### src/rtl/pmem_burst_adaptor_if.sv
// Signal bundle between the cache line port, pmem_burst_adaptor and the burst memory port.
// slave: the adaptor's view; master: the surrounding cache + memory environment.
interface pmem_burst_adaptor_if #(
    parameter int unsigned s_line  = 256,
    parameter int unsigned s_burst = 64
) ();
    logic [31:0]        pmem_address;
    logic               pmem_read;
    logic               pmem_write;
    logic [s_line-1:0]  pmem_wdata;
    logic [s_line-1:0]  pmem_rdata;
    logic               pmem_resp;

    logic [31:0]        mem_address;
    logic               mem_read;
    logic               mem_write;
    logic [s_burst-1:0] mem_wdata;
    logic [s_burst-1:0] mem_rdata;
    logic               mem_resp;

    modport slave (
        input  pmem_address, pmem_read, pmem_write, pmem_wdata,
        output pmem_rdata, pmem_resp,
        output mem_address, mem_read, mem_write, mem_wdata,
        input  mem_rdata, mem_resp
    );

    modport master (
        output pmem_address, pmem_read, pmem_write, pmem_wdata,
        input  pmem_rdata, pmem_resp,
        input  mem_address, mem_read, mem_write, mem_wdata,
        output mem_rdata, mem_resp
    );
endinterface

### src/rtl/pmem_burst_adaptor.sv
// Converts one cache-line read/write into an s_beats-beat burst on the memory port.
// Optional performance counters are enabled by defining PMEM_ADAPTOR_PERF_CNT_EN.
module pmem_burst_adaptor #(
    parameter int unsigned s_line  = 256,
    parameter int unsigned s_burst = 64
) (
    input  logic clk,
    input  logic rst,
    pmem_burst_adaptor_if.slave bus
`ifdef PMEM_ADAPTOR_PERF_CNT_EN
    ,
    output logic [31:0] perf_reads,
    output logic [31:0] perf_writes
`endif
);
    localparam int unsigned s_beats = s_line / s_burst;
    localparam int unsigned cnt_w   = (s_beats > 1) ? $clog2(s_beats) : 1;
    localparam int unsigned addr_w  = 32;
    localparam int unsigned off_w   = $clog2(s_line / 8);
    localparam logic [cnt_w-1:0] last_beat = cnt_w'(s_beats - 1);

    typedef enum logic [2:0] {
        IDLE,
        RD_BURST,
        RD_DONE,
        WR_BURST,
        WR_DONE
    } state_e;

    state_e                          state_q;
    state_e                          state_d;
    logic [cnt_w-1:0]                beat_q;
    logic [s_beats-1:0][s_burst-1:0] line_q;
    logic [s_beats-1:0][s_burst-1:0] rd_line;
    logic                            accept;
    logic                            beat_ack;

    // Byte offset within the line is dropped by alignment.
    logic addr_lsb_unused;
    assign addr_lsb_unused = ^bus.pmem_address[off_w-1:0];

    // Next-state decode; requests sampled only in IDLE, acknowledges only inside a burst.
    always_comb begin
        state_d          = state_q;
        accept           = 1'b0;
        beat_ack         = 1'b0;
        rd_line          = line_q;
        rd_line[beat_q]  = bus.mem_rdata;
        unique case (state_q)
            IDLE: begin
                if (bus.pmem_write) begin
                    state_d = WR_BURST;
                    accept  = 1'b1;
                end else if (bus.pmem_read) begin
                    state_d = RD_BURST;
                    accept  = 1'b1;
                end
            end
            RD_BURST: begin
                if (bus.mem_resp) begin
                    beat_ack = 1'b1;
                    if (beat_q == last_beat) state_d = RD_DONE;
                end
            end
            RD_DONE: state_d = IDLE;
            WR_BURST: begin
                if (bus.mem_resp) begin
                    beat_ack = 1'b1;
                    if (beat_q == last_beat) state_d = WR_DONE;
                end
            end
            WR_DONE: state_d = IDLE;
            default: state_d = IDLE;
        endcase
    end

    always_ff @(posedge clk or negedge rst) begin
        if (!rst) state_q <= IDLE;
        else      state_q <= state_d;
    end

    // Registered outputs track the next state so they line up with the state register.
    always_ff @(posedge clk or negedge rst) begin
        if (!rst) begin
            beat_q          <= '0;
            line_q          <= '0;
            bus.mem_address <= '0;
            bus.mem_read    <= 1'b0;
            bus.mem_write   <= 1'b0;
            bus.mem_wdata   <= '0;
            bus.pmem_rdata  <= '0;
            bus.pmem_resp   <= 1'b0;
        end else begin
            bus.mem_read  <= (state_d == RD_BURST);
            bus.mem_write <= (state_d == WR_BURST);
            bus.pmem_resp <= (state_d == RD_DONE) || (state_d == WR_DONE);
            if (accept) begin
                beat_q          <= '0;
                line_q          <= bus.pmem_wdata;
                bus.mem_address <= {bus.pmem_address[addr_w-1:off_w], off_w'(0)};
                if (state_d == WR_BURST) bus.mem_wdata <= bus.pmem_wdata[s_burst-1:0];
            end else if (beat_ack) begin
                beat_q <= beat_q + cnt_w'(1);
                if (state_q == RD_BURST) begin
                    line_q[beat_q] <= bus.mem_rdata;
                    if (beat_q == last_beat) bus.pmem_rdata <= rd_line;
                end else begin
                    bus.mem_wdata <= line_q[beat_q + cnt_w'(1)];
                end
            end
        end
    end

`ifdef PMEM_ADAPTOR_PERF_CNT_EN
    // Completed-transaction counters, free-running modulo 2^32.
    always_ff @(posedge clk or negedge rst) begin
        if (!rst) begin
            perf_reads  <= '0;
            perf_writes <= '0;
        end else begin
            if (state_q == RD_DONE) perf_reads  <= perf_reads + 32'd1;
            if (state_q == WR_DONE) perf_writes <= perf_writes + 32'd1;
        end
    end
`endif

endmodule

### src/flat_wrapper.sv
// flat-port wrapper written by rule: the top's interface ports become plain ports
module pmem_burst_adaptor_flat 
#(
    parameter int unsigned s_line  = 256,
    parameter int unsigned s_burst = 64
)
  (clk, rst, bus_pmem_address, bus_pmem_read, bus_pmem_write, bus_pmem_wdata, bus_pmem_rdata, bus_pmem_resp, bus_mem_address, bus_mem_read, bus_mem_write, bus_mem_wdata, bus_mem_rdata, bus_mem_resp);
  pmem_burst_adaptor_if #(.s_line(s_line), .s_burst(s_burst)) bus_i ();
  input  logic clk;
  input  logic rst;
  input wire logic [$bits(bus_i.pmem_address)-1:0] bus_pmem_address;
  input wire logic [$bits(bus_i.pmem_read)-1:0] bus_pmem_read;
  input wire logic [$bits(bus_i.pmem_write)-1:0] bus_pmem_write;
  input wire logic [$bits(bus_i.pmem_wdata)-1:0] bus_pmem_wdata;
  output wire logic [$bits(bus_i.pmem_rdata)-1:0] bus_pmem_rdata;
  output wire logic [$bits(bus_i.pmem_resp)-1:0] bus_pmem_resp;
  output wire logic [$bits(bus_i.mem_address)-1:0] bus_mem_address;
  output wire logic [$bits(bus_i.mem_read)-1:0] bus_mem_read;
  output wire logic [$bits(bus_i.mem_write)-1:0] bus_mem_write;
  output wire logic [$bits(bus_i.mem_wdata)-1:0] bus_mem_wdata;
  input wire logic [$bits(bus_i.mem_rdata)-1:0] bus_mem_rdata;
  input wire logic [$bits(bus_i.mem_resp)-1:0] bus_mem_resp;
  assign bus_i.pmem_address = bus_pmem_address;
  assign bus_i.pmem_read = bus_pmem_read;
  assign bus_i.pmem_write = bus_pmem_write;
  assign bus_i.pmem_wdata = bus_pmem_wdata;
  assign bus_pmem_rdata = bus_i.pmem_rdata;
  assign bus_pmem_resp = bus_i.pmem_resp;
  assign bus_mem_address = bus_i.mem_address;
  assign bus_mem_read = bus_i.mem_read;
  assign bus_mem_write = bus_i.mem_write;
  assign bus_mem_wdata = bus_i.mem_wdata;
  assign bus_i.mem_rdata = bus_mem_rdata;
  assign bus_i.mem_resp = bus_mem_resp;
  pmem_burst_adaptor #(.s_line(s_line), .s_burst(s_burst)) u_core (.clk(clk), .rst(rst), .bus(bus_i));
endmodule
### config.mk
export PLATFORM = sky130hd
export DESIGN_NAME = pmem_burst_adaptor_flat
export DESIGN_NICKNAME = d
export VERILOG_FILES = /design/src/rtl/pmem_burst_adaptor_if.sv /design/src/rtl/pmem_burst_adaptor.sv /design/src/flat_wrapper.sv
export SDC_FILE = /design/constraint.sdc
export NUM_CORES = 1
export LEC_CHECK = 0
export ABC_AREA = 0
export CAP_MARGIN = 20
export CORE_AREA = 2 2 277 279
export DETAILED_ROUTE_END_ITERATION = 16
export DIE_AREA = 0 0 279 281
export SYNTH_ARGS = -nofsm -noshare
export SYNTH_HDL_FRONTEND = slang
export SYNTH_SLANG_ARGS = --single-unit
### constraint.sdc
create_clock -name clk -period 2.9 [get_ports clk]
set_input_delay 0.435 -clock clk [delete_from_list [all_inputs] [get_ports clk]]
set_output_delay 0.435 -clock clk [all_outputs]
set_load 0.005 [all_outputs]
-- Word-level counts from Yosys, hierarchy flattened
Cells that the tools add are included.
- bits in writable memories: 0
- bits in registers: 611
- bits in latches: 0
- memories kept: 0
- word-level logic and storage cells: 61
- bits in read-only memories: 0
- output and inout port bits: 355
- bits of input ports: 357
- add/sub/neg operators: 1
- muxes and demuxes: 26
- equal/unequal tests: 9
- reduce and logical (&&, ||, !) cells: 9
- shift-type cells: 0
- multipliers: 0
- magnitude comparators: 3
- div/mod/pow operators: 0
- bitwise logic cells: 1
- operators by type and width (operator ; count):
    $mux 256 ; 3
    $mux 64 ; 6
    $bwmux 256 ; 1
    $bmux 64 s2 ; 1
    $demux 64 s2 ; 1
    $mux 3 ; 6
    $eq 3x2->1 const B ; 3
    $pmux 3 s3 ; 1
    $eq 3x1->1 const B ; 2
    $lt 2x3->1 const B ; 2
    $mux 1 ; 5
    $mux 2 ; 2
    $reduce_and 4->1 ; 1
    $reduce_bool 2->1 ; 2
    $eq 3x3->1 const B ; 1
    $logic_not 3->1 ; 1
    $reduce_and 3->1 ; 1
    $add 2x1->2 const B ; 1
    $eq 2x2->1 const B ; 1
    $ge 2x1->1 const B ; 1
    $ne 2x1->1 const B ; 1
    $ne 2x2->1 const B ; 1
    $reduce_and 2->1 ; 1
    $reduce_or 2->1 ; 1
    3 further kinds ; 3

-- Depth between registers and ports, before layout
- depth in word-level cells: 8
- depth in mapped cells: 9
- mapped depth without buffers: 5

-- Least setup slack after synthesis
Ideal clock, no wire load.
- kind: register to register
- from: register u_core.beat_q[0]
- to: register u_core.bus.mem_wdata[14]
- period minus slack after synthesis: 2.630 ns
- required time: 2.777 ns
- path slack: 0.270 ns
- data arrival time: 2.508 ns
- buffers on the path: 4
- stages on the path, launching flop included: 10
- library setup time: 0.123 ns
- cell sequence: dfrtp_1 -> buf_4 -> buf_2 -> inv_1 -> ha_1 -> buf_2 -> buf_1 -> mux4_2 -> or2_2 -> o221a_2
- word-level cells in the longest chain between the ends: 7
- elaborated cells between the ends (all ways): 15
- those cells by class: 1 x add/sub; 3 x eq/ne; 10 x mux; 1 x reduce/logical
- RTL lines (element ; RTL line ; RTL):
    start, declared ; pmem_burst_adaptor.sv:32 ; logic [cnt_w-1:0] beat_q;
    start signal, assigned ; pmem_burst_adaptor.sv:103 ; beat_q <= beat_q + cnt_w'(1);
    $eq 2x2->1 ; pmem_burst_adaptor.sv:62, pmem_burst_adaptor.sv:69 ;
    $mux 3, on equally long branches ; pmem_burst_adaptor.sv:69, pmem_burst_adaptor.sv:62 ;
    $mux 3, on equally long branches ; pmem_burst_adaptor.sv:67, pmem_burst_adaptor.sv:60 ;
    $pmux 3 s3 ; pmem_burst_adaptor.sv:49 ; unique case (state_q)
    $eq 3x2->1 ; pmem_burst_adaptor.sv:101 ; if (state_d == WR_BURST) bus.mem_wdata <= bus.pmem_wdata[s_burst-1:0];
    $ne 2x2->1 (no line) ; -- ;
    $reduce_and 3->1 (no line) ; -- ;
    end signal, assigned ; pmem_burst_adaptor.sv:101 ;
    end signal, assigned ; pmem_burst_adaptor.sv:108 ; bus.mem_wdata <= line_q[beat_q + cnt_w'(1)];
    end, declared ; pmem_burst_adaptor_if.sv:24 ; output mem_address, mem_read, mem_write, mem_wdata,
Several ways; a longest one is shown, not always the timed one. The select of a mux whose other input is x is not followed.
A chain may end at the register's enable or synchronous reset.

-- Worst setup path after layout
- from: register u_core.beat_q[0]
- to: register u_core.bus.pmem_rdata[235]
- word-level cells in the longest chain between the ends: 5
- elaborated cells between the ends (all ways): 8
- those cells by class: 2 x order compare; 1 x eq/ne; 3 x mux; 2 x reduce/logical
- RTL lines (element ; RTL line ; RTL):
    $lt 2x3->1 (not written as such) or $ge 2x1->1 (tied branches) ; pmem_burst_adaptor.sv:48 ; rd_line[beat_q] = bus.mem_rdata;
    $logic_and 1x1->1 (not written as such) ; pmem_burst_adaptor.sv:48 ;
    $mux 64 (not written as such) ; pmem_burst_adaptor.sv:48 ;
    $demux 64 s2 ; -- ;
    $bwmux 256 ; pmem_burst_adaptor.sv:48 ;
    end signal, assigned ; pmem_burst_adaptor.sv:106 ; if (beat_q == last_beat) bus.pmem_rdata <= rd_line;
    end, declared ; pmem_burst_adaptor_if.sv:23 ; output pmem_rdata, pmem_resp,
Several ways; a longest one is shown, not always the timed one.

==> impl_results.md <==
- I/O pins: 712
- Final Hold Vio Count: 0
- Vias in the first global route: 24,400
- Worst EP required: 3390 ps
- Core area: 75,400 um^2
- Synth cell types: 45
- Longest Clk Path Bufs: 3
- Reg2reg path depth: 7
- Final instance area: 39,100 um^2
- Avg WL per Cell: 28.4 um
- Clock root buffer master: clkbuf_16
- Largest net degree at the start of global routing: 104
- Hold Crit Class: input pin to asynchronous set/reset pin
- Pwr per Cell Area: 1190 nW/um^2
- Achievable frequency: 400 MHz
- CTS Sinks: 611
- Post-synthesis cell area: 28,900 um^2
- Initial antenna violation count: 29
- RR Endpoint: u_core.bus.pmem_rdata[235]
- VDD IR max: 0.00108 V
- Final setup violating endpoints: 0
- Fillers: 6,527
- Reg2Reg Setup Slack: 400 ps
- Number of synthesized register bits: 611
- Final GP Congestion: 0.877
- Period utilisation layout: 86.2%
- Slew margin rel.: 43.9%
- Crit. Startpoint: u_core.beat_q[0]
- Dpl hpwl: 72.0 mm
- Cells after Synth: 2,288
- Worst Skew: 25.1 ps
- Max cap viols: 0
- Final net count: 3,257
- CTS tree: yes
- Die footprint: 78,400 um^2
- Critical path arrival: 2990 ps
- Worst-Skew Late Latency: 630 ps
- Sequential share of the synthesized area: 53.0%
- Chip width: 279 um
- Post-cts resize count: 0
- Ys async rst share: 100%
- TNS Setup: 0 ps
- Global Route Usage Sum: 27.9%
- Status: finished clean
- DRT iter0 DRCs: 2,381
- Worst-margin pin slew: 841 ps
- Vias: 24,000
- Warnings, synthesis: 0
- First-pass DRT Iterations: 6
- DR vias/cell: 6.07
- First-pass GRT wire length: 166 mm
- Crit. End Element: register
- Crit start category: register
- TritonCTS Buffers: 70
- Crit-path max FO: 49
- Critical path class: register to register
- Avg Inst Size Synth: 12.6 um^2
- Die height: 281 um
- RSZ-0062 raised after global routing: no
- Remaining Overflow, GRT: 0
- IO Port Bufs: 701
- Post-synth top flop: dfrtp_1
- WL final: 112 mm
- Routed Antenna Nets: 0
- Std-Cell Rows: 101
- Layout cells sized above 1: 16.4%
- Initial core utilization: 38.3%
- Residual DRC count: 0
- Period minus WS final: 2500 ps
- FF-to-FF Start: u_core.beat_q[0]
- P&R area growth vs syn: 35.4%
- Setup crit end: u_core.bus.pmem_rdata[235]
- Placed inst area: 36,700 um^2
- CTS H-Tree Depth: 3
- Reg clk slew, reported paths: 60 ps
- Leak pwr: 16.8 nW
- Number of synthesized flops with an enable pin: 0
- Final Max Tran Viols: 0
## cell usage after synthesis (all sizes together), types with 6 or more instances
master / instances / share of area [%]
mux4: 64 / 5.0
a21oi: 386 / 6.7
inv: 10 / 0.13
nor3: 9 / 0.16
o221a: 63 / 2.5
clkbuf: 102 / 1.5
buf: 146 / 3.8
or2: 64 / 1.4
dfrtp: 611 / 53
and3: 247 / 5.4
mux2i: 193 / 6.7
mux2: 90 / 3.5
a221o: 251 / 8.7
o21ai: 6 / 0.10
nor2: 8 / 0.18
## routing by layer
| layer | GRT usage [%] | vias to the layer above | routed length (um) |
|---|---|---|---|
| met4 | 13.9 | 8 | 4660 |
| met1 | 37.3 | 12300 | 45600 |
| met5 | 0 | - | 54 |
| li1 | - | 10100 | - |
| met3 | 6.06 | 250 | 8980 |
| met2 | 43.2 | 1289 | 52700 |
## kinds of logic after synthesis
| logic type | after synthesis | synth area share, % |
|---|---|---|
| AO/OA/AOI/OAI | 719 | 18.6 |
| flip-flops | 611 | 53.0 |
| multiplexers | 347 | 15.2 |
| AND/OR/NAND/NOR | 347 | 7.60 |
| buffers and inverters | 258 | 5.41 |
| adder cells (fa/ha/maj) | 4 | 0.173 |
| other | 1 | 0.0130 |
| XOR/XNOR | 1 | 0.0304 |
## power by group
group	leakage (nW)	switching (mW)	internal (mW)	total, mW
clock network	1.14	3.81	5.19	9.00
registers	7.45	2.94	12.6	15.5
logic	8.26	10.5	11.6	22.1
## worst max-delay path, cell delays in order (launching register included)
cell	delay [ps]
dfrtp_4	420
buf_12	450
ha_4	320
inv_1	130
nor2_4	210
buf_12	200
buf_12	230
mux2_2	370
## through the flow
stage          power [mW]  hold slack [ps]  util [%]  std cells  setup WS [ps]
3_3_place_gp         37.1              444      48.6       3801            194
6_report             46.6              339      51.8       3950            399
4_1_cts              46.7              359      51.7       3925            342
5_1_grt              48.9              365      51.8       3949            257
3_5_place_dp         37.5              433      48.6       3801           99.2
2_1_floorplan        26.7              139         -       2292            270
## worst min-delay path by stage
stage	from	cells after the start	slack, ps	endpoint
finish	rst	2	340	u_core.bus.mem_address[24]
global route	rst	2	360	u_core.bus.mem_address[24]
CTS	rst	2	360	u_core.bus.mem_address[24]
detailed placement	rst	1	430	u_core.bus.mem_address[24]
global placement	rst	1	440	u_core.bus.mem_address[24]
floorplan	rst	0	140	u_core.beat_q[0]
## registers in the layout (all words and copies together) (netlist names)
name / cells
u_core.bus.pmem_rdata: 256
u_core.line_q: 256
u_core.bus.mem_wdata: 64
u_core.bus.mem_address: 27
u_core.state_q: 3
u_core.beat_q: 2
u_core.bus.mem_read: 1
u_core.bus.mem_write: 1
u_core.bus.pmem_resp: 1
## cell usage in the layout (no fill, tap or decap), types with 3 or more instances in the layout
cell type / n
a21oi_1: 386
a221o_1: 251
a31oi_1: 3
and3_1: 247
buf_12: 35
buf_4: 43
clkbuf_1: 15
clkbuf_16: 72
clkbuf_8: 20
clkdlybuf4s50_1: 700
clkinv_2: 8
conb_1: 5
dfrtp_1: 610
diode_2: 25
ha_4: 4
inv_1: 10
mux2_2: 89
mux2i_1: 193
mux4_2: 64
nand2_1: 3
nand3_1: 4
nor2_1: 5
nor3_1: 9
o2111ai_4: 4
o21ai_0: 6
o221a_2: 61
or2_2: 64
## timing repair
action,4_1_cts,5_1_grt
hold endpoints to repair,46,0
setup buffers,0,0
hold buffers,1,0
## final cells by class
type | count | area (um^2) | share of cell area (%)
Clock inverter | 16 | 179 | 0.458
Antenna cell | 25 | 62.6 | 0.160
Multi-Input combinational cell | 1423 | 12100 | 30.9
Sequential cell | 611 | 15300 | 39.1
Clock buffer | 107 | 2130 | 5.46
Tap cell | 978 | 1220 | 3.13
Timing Repair Buffer | 780 | 8060 | 20.6
Inverter | 10 | 37.5 | 0.0961
(Power assumes the default switching activity.)
